File: src/rtl/sseg_scan_driver_pkg.sv
// rtl/sseg_scan_driver_pkg.sv - shared constants and helpers for the 8-digit seven-segment scan driver
package sseg_scan_driver_pkg;

    localparam int DEFAULT_CLK_DIV = 100000;
    localparam int NUM_DIGITS      = 8;

    localparam logic [6:0] SEG_OFF = 7'h7F;
    localparam logic [7:0] AN_OFF  = 8'hFF;

    // Active-low glyphs, bit order {g,f,e,d,c,b,a}; 10-15 render as A b C d E F
    localparam logic [6:0] HEX_GLYPH [16] = '{
        7'h40, 7'h79, 7'h24, 7'h30, 7'h19, 7'h12, 7'h02, 7'h78,
        7'h00, 7'h10, 7'h08, 7'h03, 7'h46, 7'h21, 7'h06, 7'h0E
    };

    function automatic logic [7:0] anode_select_n(input logic [2:0] idx);
        return ~(8'h01 << idx);
    endfunction

endpackage

File: src/rtl/sseg_scan_driver_hex_to_sseg.sv
// rtl/sseg_scan_driver_hex_to_sseg.sv - combinational hex nibble to active-low seven-segment glyph
module hex_to_sseg
    import sseg_scan_driver_pkg::*;
(
    input  logic [3:0] nibble,
    output logic [6:0] seg
);

    always_comb begin
        seg = HEX_GLYPH[nibble];
    end

endmodule

File: src/rtl/sseg_scan_driver.sv
// rtl/sseg_scan_driver.sv - time-multiplexed 8-digit hex display driver with tear-free double buffering
module sseg_scan_driver
    import sseg_scan_driver_pkg::*;
#(
    parameter int CLK_DIV = DEFAULT_CLK_DIV,
    parameter int CNT_W   = 17
) (
    input  logic        clk,
    input  logic        reset_n,
    input  logic        en,
    input  logic        load,
    input  logic [31:0] data_in,
    input  logic [7:0]  dp_in,
    input  logic [7:0]  blank_in,
    output logic [7:0]  AN,
    output logic [6:0]  s,
    output logic        DP,
    output logic [2:0]  digit_idx,
    output logic        frame_done
);

    localparam logic [CNT_W-1:0] CNT_LAST = CNT_W'(CLK_DIV - 1);

    logic [CNT_W-1:0] cnt;
    logic             en_q;

    logic [31:0] shadow_data;
    logic [7:0]  shadow_dp;
    logic [7:0]  shadow_blank;
    logic [31:0] active_data;
    logic [7:0]  active_dp;
    logic [7:0]  active_blank;

    logic [31:0] next_data;
    logic [7:0]  next_dp;
    logic [7:0]  next_blank;

    logic        slot_end;
    logic        frame_wrap;
    logic        en_rise;
    logic        digit_on;
    logic [3:0]  cur_nibble;
    logic [6:0]  cur_glyph;

    assign slot_end   = (cnt == CNT_LAST);
    assign frame_wrap = en && slot_end && (digit_idx == 3'd7);
    assign en_rise    = en && !en_q;
    assign frame_done = frame_wrap;

    // A load on the same edge as an active update bypasses straight into the active set
    assign next_data  = load ? data_in  : shadow_data;
    assign next_dp    = load ? dp_in    : shadow_dp;
    assign next_blank = load ? blank_in : shadow_blank;

    always_ff @(posedge clk or negedge reset_n) begin
        if (!reset_n) begin
            cnt       <= '0;
            digit_idx <= 3'd0;
        end else if (en) begin
            if (slot_end) begin
                cnt       <= '0;
                digit_idx <= digit_idx + 3'd1;
            end else begin
                cnt <= cnt + CNT_W'(1);
            end
        end
    end

    always_ff @(posedge clk or negedge reset_n) begin
        if (!reset_n) begin
            en_q         <= 1'b0;
            shadow_data  <= '0;
            shadow_dp    <= '0;
            shadow_blank <= '1;
            active_data  <= '0;
            active_dp    <= '0;
            active_blank <= '1;
        end else begin
            en_q <= en;
            if (load) begin
                shadow_data  <= data_in;
                shadow_dp    <= dp_in;
                shadow_blank <= blank_in;
            end
            if (frame_wrap || en_rise) begin
                active_data  <= next_data;
                active_dp    <= next_dp;
                active_blank <= next_blank;
            end
        end
    end

    assign cur_nibble = active_data[{digit_idx, 2'b00} +: 4];

    hex_to_sseg u_hex_to_sseg (
        .nibble (cur_nibble),
        .seg    (cur_glyph)
    );

    // The first cycle of every slot keeps all anodes dark to avoid ghosting
    assign digit_on = en && (cnt != '0) && !active_blank[digit_idx];

    always_ff @(posedge clk or negedge reset_n) begin
        if (!reset_n) begin
            AN <= AN_OFF;
            s  <= SEG_OFF;
            DP <= 1'b1;
        end else begin
            AN <= digit_on ? anode_select_n(digit_idx) : AN_OFF;
            s  <= digit_on ? cur_glyph : SEG_OFF;
            DP <= digit_on ? ~active_dp[digit_idx] : 1'b1;
        end
    end

endmodule

File: config.mk
export PLATFORM = sky130hd
export DESIGN_NAME = sseg_scan_driver
export DESIGN_NICKNAME = d
export VERILOG_FILES = /design/src/rtl/sseg_scan_driver_pkg.sv /design/src/rtl/sseg_scan_driver_hex_to_sseg.sv /design/src/rtl/sseg_scan_driver.sv
export SDC_FILE = /design/constraint.sdc
export NUM_CORES = 1
export LEC_CHECK = 0
export CORE_MARGIN = 3
export CORE_UTILIZATION = 62
export CTS_BUF_LIST = sky130_fd_sc_hd__clkbuf_8
export DETAILED_ROUTE_END_ITERATION = 16
export PLACE_DENSITY = 0.88
export SLEW_MARGIN = 20
export SYNTH_ARGS = -nofsm -noshare
export SYNTH_HDL_FRONTEND = slang
export SYNTH_SLANG_ARGS = --single-unit
File: constraint.sdc
create_clock -name clk -period 5.3 [get_ports clk]
set_input_delay 1.06 -clock clk [delete_from_list [all_inputs] [get_ports clk]]
set_output_delay 1.06 -clock clk [all_outputs]
set_load 0.05 [all_outputs]
-- Word-level counts from Yosys, hierarchy flattened
Memories as Yosys holds them, arrays and structs flattened.
Index checks and enable logic that the tools add are counted.
- shift operators: 2
- bitwise operators: 3
- equal/unequal tests: 2
- multiplexer cells: 13
- $add $sub $neg: 2
- reductions and logical operators: 10
- order comparisons: 2
- operators by type and width (kind ; count):
    two-way mux 32 bit ; 1
    variable part select 32 x 6 -> 4 bit ; 1
    two-way mux 8 bit ; 3
    two-way mux 7 bit ; 3
    adder 17 x 1 -> 17 bit, second input constant ; 1
    equality test 17 bit, second input constant ; 1
    two-way mux 17 bit ; 1
    nonzero test 17 bit ; 1
    NOT 8 bit ; 1
    << shifter 1 x 3 -> 8 bit, first input constant ; 1
    binary-select mux 1 bit (select 3 bit) ; 2
    >= comparator 5 bit, second input constant ; 1
    logical AND 1 bit ; 5
    NOT 4 -> 5 bit ; 1
    < comparator 3 x 4 -> 1 bit, second input constant ; 1
    adder 3 x 1 -> 3 bit, second input constant ; 1
    equality test 3 bit, second input constant ; 1
    two-way mux 1 bit ; 3
    zero test 1 bit ; 2
    AND reduction 2 bit ; 1
    logical OR 1 bit ; 1
    NOT 1 bit ; 1
- bits of input ports: 52
- bits in read-only memories: 112
- memories: 1
- word-level logic and storage cells: 47
- output and inout port bits: 20
- register bits: 133
- memory list (memory ; words ; width ; rd ports ; clocked after memory_dff ; wr ports ; RTL line ; text):
    (no name shown) ; 16 ; 7 ; 1 ; 0 ; 0 ; sseg_scan_driver_hex_to_sseg.sv:10 ; seg = HEX_GLYPH[nibble];

-- Logic depth before layout (Yosys ltp)
Gate-level depths: netlist (run 1).
- depth after elaboration: 6
- depth in mapped cells: 9
- depth with buffers taken out: 8

-- By module
From an unflattened synthesis (run 1), not the netlist that was laid out.
- cell total of the unflattened synthesis: 424
- area, all modules: 5962.0 um2
- modules (own cells, without submodules) (module ; times used ; area each (um2) ; cells each ; seq. area each (um2)):
    sseg_scan_driver ; 1 ; 5699.2 ; 393 ; 3368.2
    hex_to_sseg ; 1 ; 262.8 ; 31 ; 0.0

-- Least setup slack after synthesis (run 1)
OpenSTA, ideal clock, no wires.
- kind: input -> output
- start point: input port en
- end point: output port frame_done
- data arrival time: 2044 ps
- slack: 2196 ps
- path buffers: 1
- cell stages on the path: 3
- required time: 4240 ps
- cells stage by stage: buf_2 -> nand3_1 -> nor4_4
- longest elaborated chain between the ends: 2
- ends and longest elaborated chain (what ; RTL line ; text):
    start, declared ; sseg_scan_driver.sv:10 ; input logic en,
    logical AND 1 bit (2 in series) ; sseg_scan_driver.sv:46 ; assign frame_wrap = en && slot_end && (digit_idx == 3'd7);
    end, declared ; sseg_scan_driver.sv:19 ; output logic frame_done
No other way between the ends.

-- Worst setup path after layout (run 1)
Ends and elaborated chain as after synthesis.

==> results.txt, run 1 <==
- The setup check on the worst reg-to-reg path leaves a slack of 2610 ps.
- Vias in the first global route: 3663
- N_diodes: 0
* R2R depth: 6
- Number of instances in the synthesized netlist: 394
- Number of rows created at floorplan: 34
* Type of origin of the critical path: primary input
- Post-route non-filler standard cell count: 593
- Core Box Area: 8891 um2
- After detailed routing, the number of remaining DRC violations is 0.
* Startpoint of the lowest-slack hold path: cnt[8]$_DFFE_PN0P_
- Setup TNS after final layout: 0 ps
- Initial Util: 64.95%
* Max-slew headroom at the worst pin: 46.95%
* Min Clock Period, post-route: 4237 ps
- The floorplan step set the die width to 102.5 um.
- Ratio of final minimum period to clock period: 79.95%
- Leak pwr: 0.002963 uW
* Total chip power: 2724 uW
* DRT antenna net count: 0
- Highest-delay cell along the critical path: clkdlybuf4s50_1
- In this run the deepest clock path goes through 2 buffers.
- Async set or reset register ratio after synthesis: 100.0%
- Clock-pin slew was measured on the worst setup and hold paths at 70 ps.
- The number of placed instances, taps included, is 561.
* Total number of H-tree levels: 4
- Final weighted congestion in routability-driven placement: 0.8489
* Endpoints failing hold: 0
- Vias per cell: 5.754
* Routed length per placed instance: 18.50 um
- Cell-by-cell listing of the critical path: clkdlybuf4s50_1, nand3_1, nor4_4, clkdlybuf4s50_1
- Start of the worst register-to-register path: digit_idx[1]$_DFFE_PN0P_
* Number of antenna violations at the first check in global routing: 0
- Final nets: 537
* Capture point of the critical path: frame_done
* Most common flop cell mapped by yosys: dfrtp_1
- Result of the run: finished, final reports clean
- Crit path buf inv count: 2
- Across every metal layer, demand over resource in global routing totals 23.42%.
- Unrepaired setup endpoints after global routing: false
- Of all nets on the critical path, the largest fanout is 11.
- The number of slew-limit violations in the final report is 0.
- Clock sink count: 133
- Clock root buffer master: clkbuf_8
* Max Cap Violations: 0
* Arrival time of the worst setup path: 3180 ps
- In this run, synthesis produced a sequential element count of 133.
- Hold bufs inserted after CTS: 0
* Number of iterations in the first detailed-routing pass: 4
- Count of buffers inserted at the top-level ports: 71
* Number of clock buffers inserted by TritonCTS: 17
- Wire length of the first global-routing pass: 18.32 mm
- Total cell area at the placement stage: 6533 um2
* Startpoint-to-endpoint class of the critical path: in2out
- Summing every instance area after synthesis gives 5774 um2.
- Number of primary I/O pins: 72
- Peak supply drop: 0.2529 mV
- Gates resized during post-CTS repair numbered 0.
- Based on the critical path, the design can be clocked at up to 236.0 MHz.
* Instance count on the critical path: 4
- Counting distinct cell types in the post-synthesis netlist gives 37.
- During synthesis, Yosys emitted a total of 0 warnings.
- Largest net degree at the start of global routing: 58
- Post-synth EDFFs: 0
- Post-CTS Setup Repair Bufs: 0
- Fraction of layout instances using a drive strength above 1: 35.88%
* Area used by multi-input combinational logic: 2261 um2
* Growth of design area from synthesis to finish: 21.21%
* Family of cells with the greatest summed delay on the critical path: buffers and inverters
* Required @ worst endpoint: 4240 ps
* Post-synthesis net count: 459
- Iter 0 DRT Violations: 99
- HPWL Detailed: 7.358 mm
- Total grt overflow: 0
- Die outline height: 102.5 um
- In this run the critical register-to-register path is captured at active_data[23]$_DFFE_PN0P_.
- Slew of the pin with the lowest slew margin: 789.7 ps
* Layout filler cell count: 529
- Worst setup path startpoint: en
- Sequential cell area in the final layout: 3368 um2
- With fillers left out, the area of the finished cells amounts to 6999 um2.
- Maximum clock skew at final layout: 10.82 ps
- Register area share after synthesis: 58.33%
- Dominant cell type by count on the critical path: clkdlybuf4s50_1
- The die covers 10510 um2.
- TritonCTS built the clock tree.
* Post-synthesis average cell area: 14.66 um2
- Largest stage delay, worst path: 850 ps
* Crit path capture type: output port
* Insertion delay to the later sink of the worst-skew pair: 450 ps
* Pwr Density: 389.1 nW/um2
- Endpoints failing setup: 0
- Final wirelength: 10.97 mm
- Type of the worst min-delay path: reg2reg
* Total vias in the final route: 3412
-- worst register-to-register path: cells and delay by family (launching register included) --
kind                     cells  cell delay [ps]
AND/OR/NAND/NOR              1              310
AO/OA/AOI/OAI                1              520
multiplexers                 1              450
flip-flops                   1              740
buffers and inverters        1               80
adder cells (fa/ha/maj)      2              470
-- power breakdown --
part	switching (uW)	total [uW]	internal (uW)
logic	243	488	244
clock network	394	964	571
registers	87.5	1270	1180
-- Yosys cell counts (3+ instances only) --
master    number  area (um2)
and3_1         4       25.02
buf_2          4       20.02
buf_4          3       22.52
buf_6          5       56.30
clkbuf_1       4       15.01
dfrtp_1      101        2527
dfstp_2       32       840.8
ha_1          13       162.7
inv_1          8       30.03
mux2_1         6       67.56
mux2_2        90        1013
mux2i_1        7       70.07
mux4_1         3       78.83
mux4_2         9       202.7
nand2_1       21       78.83
nand3_1       19       95.09
nand4_1        4       25.02
nor2_1        14       52.55
nor3_1         5       25.02
nor4_1         3       18.77
o211ai_1       4       30.03
o221ai_1       3       26.28
xnor2_1       11       96.34
xor2_1         6       52.55
-- state kept, by name, indices dropped and copies added (netlist names) --
| register | flops |
|---|---|
| AN | 8 |
| s | 7 |
| active_data | 32 |
| active_dp | 8 |
| shadow_blank | 8 |
| shadow_data | 32 |
| en_q | 1 |
| cnt | 17 |
| active_blank | 8 |
| digit_idx | 3 |
| shadow_dp | 8 |
| DP | 1 |
-- cells by family after synthesis --
family	Yosys count	share of synthesized area [%]
AOI/OAI and AO/OA	14	1.907
xor gates and xnor gates	17	2.578
adders and majority gates	13	2.817
buffers and inverters	26	2.622
DFF	133	58.33
muxes	117	25.46
and+or+nand+nor	74	6.284
-- cell type report --
cell class,instances,share of cell area (%)
Clock buffer,18,3.540
Clock inverter,14,3.003
Inverter,9,0.4827
Multi-Input combinational cell,235,32.30
Sequential cell,133,48.12
Tap cell,108,1.931
Timing Repair Buffer,76,10.62
-- through the flow --
step	utilization [%]	hold slack, ps	setup WS [ps]
finish	78.72	496.4	1063
floorplan	-	452.4	2196
global route	78.72	508.8	945.1
CTS	78.62	497.8	1121
global placement	73.47	462.7	1177
detailed placement	73.47	477.5	1120
-- layout by cell type (no fill, tap or decap), drive strengths merged --
cell type      netlist  layout
a211oi               1       1
a21o                 1       1
a21oi                2       2
and3                 4       4
buf                 13       7
bufinv               0       5
clkbuf               4      18
clkdlybuf4s50        0      69
clkinv               1       6
clkinvlp             0       1
dfrtp              101     101
dfstp               32      32
ha                  13      13
inv                  8      11
mux2                97      97
mux2i                8       8
mux4                12      12
nand2               21      21
nand3               19      19
nand4                4       4
nand4b               1       1
nor2                14      14
nor3                 5       5
nor4                 4       4
o211ai               4       4
o21ai                3       3
o221ai               3       3
or2                  1       1
or3                  1       1
xnor2               11      11
xor2                 6       6
-- worst min-delay path by stage --
stage / to / depth (start not counted)
after floorplan: active_data[24]$_DFFE_PN0P_ / 1
after global placement: active_data[24]$_DFFE_PN0P_ / 1
after detailed placement: active_data[20]$_DFFE_PN0P_ / 1
after CTS: active_data[25]$_DFFE_PN0P_ / 1
after global routing: shadow_data[3]$_DFF_PN0_ / 1
final: cnt[8]$_DFFE_PN0P_ / 1
-- routing by layer --
metal	track usage, %	up-vias	wire (um)
met4	5.550	0	80
met1	29.90	1767	4736
met3	9.066	8	513
met5	0	-	0
li1	-	1563	-
met2	38.23	74	5644
No activity file was read; power rests on OpenSTA's default activity.
==> run 2, diff against run 1 <==
Settings changed: CORE_UTILIZATION 62 to 57, PLACE_DENSITY 0.88 to 0.82.
Clock period 5.3 ns to 4.4 ns, I/O delays scaled along.
==> results.txt, run 2 (same netlist as run 1, synthesis figures left out) <==
* Crit path capture type: output port
- Vias in the first global route: 3645
- Number of DRC violations after detailed routing: 0
- The die is 106.7 um wide.
- Area used by multi-input combinational logic: 2255 um2
- Final wirelength: 10.85 mm
- At the end of routability-driven placement, the weighted congestion stood at 0.9045.
- The floorplan step set the die height to 106.7 um.
- Most common cell after layout, fill and taps aside: dfrtp_1
- Unrepaired setup endpoints after global routing: false
- Initial Util: 58.80%
* Number of iterations in the first detailed-routing pass: 5
- The number of slew-limit violations in the final report was 0.
* Pwr Density: 450.6 nW/um2
- M2 GR Usage: 35.03%
* Hold bufs inserted after CTS: 0
* Grt met3 use: 4.576%
- The tightest min-delay check is of the reg2reg type.
- The initial antenna violation count is 0.
- Post-Route Utilization: 71.22%
* Type of origin of the critical path: primary input
- Global routing finished with a remaining overflow of 0.
- Die Outline Area: 11370 um2
- For this run, the slowest stage of the critical path takes 850 ps.
- Data on the critical path is required at its endpoint by 3520 ps.
- The clock arrives with 14.67 ps of skew.
- Once the clock tree was built, the resizer swapped 0 gates to a different size.
- Number of primary I/O pins: 72
- Data on the critical path arrives at its endpoint at 2780 ps.
- HPWL Detailed: 7.251 mm
- TritonCTS clock tree: yes
- After floorplanning, the core was divided into 36 placement rows.
* Global-route layer with the greatest usage: met2
- Dividing the final minimum period by the clock period gives 83.29%.
- Max Cap Violations: 0
- Global routing consumed, over all layers together, 20.94% of the routing resources.
- The clock passes through at most 2 buffers.
- The clock reaches the later pin of the worst-skew pair after 450 ps.
* Max-slew headroom at the worst pin: 46.36%
* Seq pwr share: 48.5%
- Sequential cell area in the final layout: 3368 um2
- Endpoints failing hold: 0
* Routing usage on met1: 27.75%
* Post-CTS Setup Repair Bufs: 0
- VDD sags by at most 0.2108 mV.
- Setup violations remaining at the end of the flow were counted as 0.
* Growth of design area from synthesis to finish: 21.11%
- Top library cells by usage in the layout, fill and taps aside: dfrtp_1, mux2_2, clkdlybuf4s50_1
- In this run switching power makes up 28.98% of total power.
- Layout filler cell count: 688
* Clock root buffer master: clkbuf_8
- After clock tree synthesis, the clock-pin slew on the worst setup and hold paths is 80 ps.
* NetSw: 913.3 uW
* Fmax achieved: 272.9 MHz
- Fraction of layout instances using a drive strength above 1: 36.68%
- The net count of the finished layout is 540.
- Counting the buffers created by CTS gives 17.
* Fraction of power consumed by combinational cells: 18.6%
- Largest net degree at the start of global routing: 68
- Routed length per placed instance: 17.47 um
- Total number of H-tree levels: 4
* Wire length of the first global-routing pass: 18.41 mm
- Of the total power, the clock network draws 32.9%.
- Leak pwr: 0.002929 uW
- The critical path in this run is classified as in2out.
- Cell-by-cell listing of the critical path: clkdlybuf4s50_1, buf_4, nand3_1, nor4_4, clkdlybuf4s50_1
- The cell that appears most often on the critical path is clkdlybuf4s50_1.
- N_diodes: 0
- Result of the run: finished, final reports clean
- Min Clock Period, post-route: 3665 ps
- During placement, the flow inserted port buffers numbering 71.
- For the pin with the worst max-slew slack, the measured transition is 804.6 ps.
- The internal power of the cells totals 2238 uW.
- Iter 0 DRT Violations: 149
* Core Box Area: 9819 um2
- After routing, the total negative slack on setup checks comes to 0 ps.
* Vias per cell: 5.473
- Top Registers: active_data (32), shadow_data (32), cnt (17)
- The tree built by TritonCTS fans out to 133 sinks.
- DRT antenna net count: 0
* Highest-delay cell along the critical path: clkdlybuf4s50_1
* Crit path max fanout: 11
* Total vias in the final route: 3399
-- run 2: critical path, delay by kind of cell --
family        cells  cell delay [ps]
buf+inv           3             1460
simple gates      2              430
-- run 2: final cells by class --
cell class,count,area share (%)
Tap cell,133,2.380
Sequential cell,133,48.17
Multi-Input combinational cell,235,32.24
Timing Repair Buffer,79,10.95
Inverter,9,0.4831
Clock buffer,17,3.346
Clock inverter,15,2.433
-- run 2: final timing paths --
check                                             from                          end  slack (ps)  cells after the start
min in group asynchronous                      reset_n           cnt[6]$_DFFE_PN0P_         510                      1
min reg2reg                active_data[20]$_DFFE_PN0P_  active_data[20]$_DFFE_PN0P_         490                      1
min                        active_data[20]$_DFFE_PN0P_  active_data[20]$_DFFE_PN0P_         490                      1
max                                                 en                   frame_done         740                      5
max reg2reg                        cnt[11]$_DFFE_PN0P_  active_data[13]$_DFFE_PN0P_        1930                      6
max in group asynchronous                      reset_n               s[1]$_DFF_PN1_        2910                      2
-- run 2: metrics by stage --
stage          setup slack (ps)  cells  hold WS (ps)  instance area [um2]  total power [uW]
2_1_floorplan              1564    394         452.4                 5774              1942
3_3_place_gp              774.9    589         463.7                 6586              2098
3_5_place_dp              728.0    589         474.9                 6586              2133
4_1_cts                   728.1    621         493.9                 6990              3171
5_1_grt                   642.3    621         515.3                 6993              3302
6_report                  735.4    621         490.4                 6993              3151
-- run 2: metal layers --
layer | wire [um] | up-vias
met2 | 5613 | 84
met4 | 138 | 0
li1 | - | 1570
met1 | 4627 | 1732
met5 | 0 | -
met3 | 470 | 13
-- run 2: power groups by stage --
stage	Clock, uW	Sequential (uW)	Combinational (uW)
6_report	1040	1530	585
5_1_grt	1110	1550	639
4_1_cts	1050	1530	590
3_5_place_dp	0	1550	581
3_3_place_gp	0	1540	560
2_1_floorplan	0	1580	362
